`config.mk`:
```
export PLATFORM = sky130hd
export DESIGN_NAME = spi_serf
export DESIGN_NICKNAME = d
export VERILOG_FILES = /design/src/rtl/spi_pkg.sv /design/src/rtl/spi_serf_sync_ff.sv /design/src/rtl/spi_serf.sv
export SDC_FILE = /design/constraint.sdc
export NUM_CORES = 1
export LEC_CHECK = 0
export ABC_AREA = 1
export CAP_MARGIN = 20
export CORE_UTILIZATION = 53
export CTS_CLUSTER_DIAMETER = 120
export CTS_CLUSTER_SIZE = 30
export DETAILED_ROUTE_END_ITERATION = 10
export GPL_TIMING_DRIVEN = 0
export PLACE_DENSITY = 0.79
export SLEW_MARGIN = 20
export SYNTH_ARGS = -nofsm -noshare
export SYNTH_HDL_FRONTEND = slang
export SYNTH_HIERARCHICAL = 1
export SYNTH_SLANG_ARGS = --single-unit
```
`constraint.sdc`:
```
create_clock -name clk -period 2 [get_ports clk]
set_clock_uncertainty 0.1 [all_clocks]
set_input_delay 0.3 -clock clk [delete_from_list [all_inputs] [get_ports clk]]
set_output_delay 0.3 -clock clk [all_outputs]
set_load 0.02 [all_outputs]
```
`src/rtl/spi_pkg.sv`:
```
// Shared SPI definitions for the monarch and serf blocks.
// Frame width, serf state encoding and counter sizing helper.
package spi_pkg;

   localparam int SPI_DATA_W = 16;

   typedef enum logic {IDLE, SHIFT} serf_state_t;

   function automatic int cnt_w(input int n);
      return $clog2(n + 1);
   endfunction

endpackage

```
`src/rtl/spi_serf_sync_ff.sv`:
```
// Multi-flop synchronizer for one asynchronous SPI pin.
// RST_VAL sets the idle level the chain holds during reset.
module sync_ff #(
   parameter int   STAGES  = 2,
   parameter logic RST_VAL = 1'b0
) (
   input  logic clk,
   input  logic rst_n,
   input  logic d,
   output logic q
);

   logic [STAGES-1:0] pipe;

   always_ff @(posedge clk or negedge rst_n) begin
      if (!rst_n) pipe <= {STAGES{RST_VAL}};
      else        pipe <= {pipe[STAGES-2:0], d};
   end

   assign q = pipe[STAGES-1];

endmodule

```
`src/rtl/spi_serf.sv`:
```
// SPI responder: mode-3 timing, MSB first, oversampled on clk.
// Optional frame-error flag enabled by SPI_SERF_FRM_ERR_EN.
import spi_pkg::*;

module spi_serf #(
   parameter int DATA_W      = SPI_DATA_W,
   parameter int SYNC_STAGES = 2
) (
   input  logic              clk,
   input  logic              rst_n,
   input  logic              SS_n,
   input  logic              SCLK,
   input  logic              MOSI,
   output logic              MISO,
   input  logic [DATA_W-1:0] tx_data,
   input  logic              clr_rdy,
   output logic [DATA_W-1:0] rx_data,
   output logic              rdy
`ifdef SPI_SERF_FRM_ERR_EN
   ,
   output logic              frm_err
`endif
);

   localparam int CW = cnt_w(DATA_W);
   localparam int SW = cnt_w(SYNC_STAGES);
   localparam logic [CW-1:0] FULL = CW'(DATA_W);
   localparam logic [SW-1:0] SETTLED = SW'(SYNC_STAGES);

   logic ss_s, sclk_s, mosi_s;
   logic ss_q, sclk_q;
   logic ss_fall, ss_rise, sclk_rise, sclk_fall;

   serf_state_t state_q, state_d;
   logic start, frame_end, done_ok;

   logic [DATA_W-1:0] shift_reg;
   logic [CW-1:0]     bit_cnt, shf_cnt;
   logic              mosi_smpl;

   logic [SW-1:0] settle;
   logic          settle_done, armed;

   sync_ff #(.STAGES(SYNC_STAGES), .RST_VAL(1'b1)) u_ss (
      .clk(clk), .rst_n(rst_n), .d(SS_n), .q(ss_s)
   );

   sync_ff #(.STAGES(SYNC_STAGES), .RST_VAL(1'b1)) u_sclk (
      .clk(clk), .rst_n(rst_n), .d(SCLK), .q(sclk_s)
   );

   sync_ff #(.STAGES(SYNC_STAGES), .RST_VAL(1'b0)) u_mosi (
      .clk(clk), .rst_n(rst_n), .d(MOSI), .q(mosi_s)
   );

   always_ff @(posedge clk or negedge rst_n) begin
      if (!rst_n) begin
         ss_q   <= 1'b1;
         sclk_q <= 1'b1;
      end else begin
         ss_q   <= ss_s;
         sclk_q <= sclk_s;
      end
   end

   assign ss_fall   =  ss_q   & ~ss_s;
   assign ss_rise   = ~ss_q   &  ss_s;
   assign sclk_rise = ~sclk_q &  sclk_s;
   assign sclk_fall =  sclk_q & ~sclk_s;

   // The reset value in the sync chain looks like "deselected"; a select
   // held low through reset must not be mistaken for a fresh ss_fall, so
   // frames are only accepted once SS_n has really been seen high.
   assign settle_done = (settle == SETTLED);

   always_ff @(posedge clk or negedge rst_n) begin
      if (!rst_n) begin
         settle <= '0;
         armed  <= 1'b0;
      end else begin
         if (!settle_done)         settle <= settle + SW'(1);
         if (settle_done && ss_s) armed  <= 1'b1;
      end
   end

   always_ff @(posedge clk or negedge rst_n) begin
      if (!rst_n) state_q <= IDLE;
      else        state_q <= state_d;
   end

   always_comb begin
      state_d   = state_q;
      start     = 1'b0;
      frame_end = 1'b0;
      MISO      = 1'b0;
      unique case (state_q)
         IDLE: begin
            if (ss_fall && armed) begin
               state_d = SHIFT;
               start   = 1'b1;
            end
         end
         SHIFT: begin
            MISO = shift_reg[DATA_W-1];
            if (ss_rise) begin
               state_d   = IDLE;
               frame_end = 1'b1;
            end
         end
         default: state_d = IDLE;
      endcase
   end

   assign done_ok = frame_end && (bit_cnt == FULL) && (shf_cnt == FULL);

   // The fall before the first rise is the front porch and must not shift.
   always_ff @(posedge clk or negedge rst_n) begin
      if (!rst_n) begin
         shift_reg <= '0;
         bit_cnt   <= '0;
         shf_cnt   <= '0;
         mosi_smpl <= 1'b0;
      end else if (start) begin
         shift_reg <= tx_data;
         bit_cnt   <= '0;
         shf_cnt   <= '0;
      end else if (state_q == SHIFT) begin
         if (sclk_rise) begin
            mosi_smpl <= mosi_s;
            if (bit_cnt != FULL) bit_cnt <= bit_cnt + CW'(1);
         end
         if (sclk_fall && (bit_cnt != '0)) begin
            shift_reg <= {shift_reg[DATA_W-2:0], mosi_smpl};
            if (shf_cnt != FULL) shf_cnt <= shf_cnt + CW'(1);
         end
      end
   end

   always_ff @(posedge clk or negedge rst_n) begin
      if (!rst_n) begin
         rx_data <= '0;
         rdy     <= 1'b0;
      end else begin
         if (done_ok) rx_data <= shift_reg;
         if (done_ok)                rdy <= 1'b1;
         else if (clr_rdy || start) rdy <= 1'b0;
      end
   end

`ifdef SPI_SERF_FRM_ERR_EN
   logic [1:0] guard;
   logic       err_set;

   // guard covers the two clk after select during which SCLK must stay quiet
   assign err_set = (frame_end && (bit_cnt != FULL)) ||
                    ((state_q == SHIFT) && sclk_rise && (guard != 2'd0));

   always_ff @(posedge clk or negedge rst_n) begin
      if (!rst_n) begin
         guard   <= 2'd0;
         frm_err <= 1'b0;
      end else begin
         if (start)              guard <= 2'd2;
         else if (guard != 2'd0) guard <= guard - 2'd1;
         if (err_set)      frm_err <= 1'b1;
         else if (clr_rdy) frm_err <= 1'b0;
      end
   end
`endif

endmodule

```
==> impl_metrics.env <==
export IMPL_ant_nets=0
export IMPL_area_delta_synth_final_pct=22.78
export IMPL_via_count=2104
export IMPL_routabilityCongestion=0.8665
export IMPL_cp_end_kind="primary output"
export IMPL_critPathMaxStageDelay_ns=0.59
export IMPL_row_count=24
export IMPL_port_buffer_count=39
export IMPL_core_area_sq_um=4474
export IMPL_grt_pass1_vias=1958
export IMPL_synthesis_nets=322
export IMPL_die_h_um=70.97
export IMPL_routed_wirelength_um=5041
export IMPL_place_area_sq_um=2974
export IMPL_clk_pin_slew_ns=0.09
export IMPL_final_util_pct=69.18
export IMPL_numCtsBuffers=5
export IMPL_first_pass_iters=8
export IMPL_fin_nets=369
export IMPL_die_w_um=70.97
export IMPL_power_density_nw_per_um2=948.5
export IMPL_start_kind="register"
export IMPL_slew_headroom_pct=54.94
export IMPL_yosysUniqueCellTypes=22
export IMPL_syn_inst=295
export IMPL_cts_tree="built"
export IMPL_slowest_stage="clkdlybuf4s50_1"
export IMPL_final_cell_mix="nand2_1, nand3_1, dfrtp_1, clkdlybuf4s50_1, inv_1"
export IMPL_worstMarginPinSlew_ns=0.6758
export IMPL_io_pins=40
export IMPL_critPathKind="register to primary output"
export IMPL_clock_fmax_mhz=523.9
export IMPL_crit_chain="nand2_1 > inv_1 > clkdlybuf4s50_1"
export IMPL_via_per_inst=5.327
export IMPL_ys_seq_area_share_pct=55.88
export IMPL_clk_latency_ns=0.31
export IMPL_synth_area_leaders="dfrtp_1, nand2_1, nand3_1"
export IMPL_grt_pass1_wl_um=8949
export IMPL_drc_errors=5
export IMPL_worstPathArrival_ns=1.51
export IMPL_synth_seq_cells=56
export IMPL_design_area_sq_um=3095
export IMPL_drv_slew=0
export IMPL_avgSynthCellArea_sq_um=8.546
export IMPL_violations="design-rule violations"
export IMPL_maxCapViolations=0
export IMPL_rsz0062_at_grt="false"
export IMPL_diodes=0
export IMPL_cp_top_family="buffers and inverters"
export IMPL_path_buf_inv=2
export IMPL_post_place_ws_ns=0.3569
export IMPL_period_share_pct=95.44
export IMPL_dieArea_sq_um=5037
export IMPL_root_buffer="clkbuf_8"
export IMPL_cts_setup_buffers=0
export IMPL_hold_viol_final=0
export IMPL_initial_core_util_pct=56.35
export IMPL_htree_levels=2
export IMPL_routedWlPerCell_um=12.76
export IMPL_p_leak_nw=1.594
export IMPL_dr_first_iter_drc_count=106
export IMPL_hold_path_class="register to register"
export IMPL_netlist_area_sq_um=2521
export IMPL_clock_path_buffers=2
export IMPL_setup_viol=0
export IMPL_yosysTopAreaCell="dfrtp_1"
export IMPL_track_usage_pct=22.96
export IMPL_worst_slack_ns=0.09119
export IMPL_vdd_drop_max_mv=0.5944
export IMPL_antenna_found_initial=0
export IMPL_status="finished, violations left"
export IMPL_grt_max_degree=57
export IMPL_yosysTopAreaCellShare_pct=49.63
export IMPL_finalPower_mw=2.936
export IMPL_cp_required_ns=1.60
export IMPL_grt_ovfl_total=0
export IMPL_period_minus_slack_ns=1.909
export IMPL_ys_warnings_count=6
export IMPL_critPathMaxFanout=7
export IMPL_dpl_hpwl_um=3657
export IMPL_cts_sinks=56
export IMPL_layout_commonest_cell="nand2_1"
export IMPL_drive_gt1_share_pct=9.913
[where the power goes]
group          switching, mW  internal [mW]  total, mW
Clock                  0.351          0.371      0.721
Combinational          0.346          0.261      0.607
Sequential             0.238           1.37       1.61
Total                  0.935           2.00       2.94
[kinds of logic (layout without fill, tap and decap cells)]
logic type / after synthesis / after routing / share of synthesized area, %
and+or+nand+nor: 196 / 196 / 34.19
DFF: 56 / 56 / 55.88
buffers and inverters: 30 / 78 / 5.459
AOI/OAI and AO/OA: 6 / 6 / 1.290
adders and majority gates: 5 / 5 / 2.481
xor gates and xnor gates: 2 / 2 / 0.6949
[path summary, 6_finish.rpt]
| check | start | endpoint | slack [ns] | cells past startpoint |
|---|---|---|---|---|
| worst max register to register | bit_cnt[1] | shift_reg[12] | 0.32 | 8 |
| worst min-delay path | u_mosi/pipe[0] | u_mosi/pipe[1] | 0.26 | 0 |
| min in group asynchronous | rst_n | bit_cnt[0] | 0.47 | 2 |
| max in group asynchronous | rst_n | bit_cnt[3] | 0.88 | 2 |
| worst min register to register | u_mosi/pipe[0] | u_mosi/pipe[1] | 0.26 | 0 |
| worst max-delay path | state_q | MISO | 0.09 | 3 |
[layout make-up]
| type | count | area [sq um] |
|---|---|---|
| fill | 364 | 1379 |
| timing repair buffer | 40 | 397.9 |
| multi-input combinational | 209 | 974.7 |
| clock inverter | 3 | 42.54 |
| buffer | 11 | 66.31 |
| sequential | 56 | 1409 |
| inverter | 19 | 71.32 |
| clock buffer | 5 | 68.82 |
| tap | 52 | 65.06 |
[worst reg2reg max path, delay by kind of cell (launching register included)]
family                     cells  cell delay, ns
DFF                            1            0.42
and+or+nand+nor                4            0.49
buffers and inverters          3            0.39
adders and majority gates      1            0.17
[metal layers]
layer | share of wire (%) | track usage (%) | vias to the layer above
met3 | 4.8 | 4.416 | 9
met5 | 0 | 0 | -
met2 | 47 | 37.50 | 52
met4 | 1.5 | 7.333 | 0
li1 | - | - | 1045
met1 | 46 | 31.27 | 998
[repair_timing]
item                                   4_1_cts  5_1_grt
hold buffers                                 1        0
resized for setup                            0        0
endpoints found under the hold margin       50        0
[synthesized netlist by cell type]
library cell,instances
inv_2,2
buf_6,1
buf_4,2
a21o_1,1
nand2_2,2
nand3b_1,2
ha_1,5
nor2_4,1
xnor2_1,1
nor2_2,2
dfrtp_1,50
nand2_1,107
nand3_1,66
o21ai_0,5
nor2_1,10
nor3_1,1
nand2_4,1
inv_1,17
nand4_1,4
xor2_1,1
dfstp_2,6
buf_2,8
[metrics by stage]
step / std cells / setup TNS [ns] / hold slack [ns]
global placement: 386 / -57.74 / 0.2389
detailed placement: 386 / 0 / 0.2403
finish: 395 / 0 / 0.2594
global route: 395 / 0 / 0.2629
floorplan: 295 / 0 / -0.09559
CTS: 395 / 0 / 0.2615
Power figures use the tool's default switching activity.
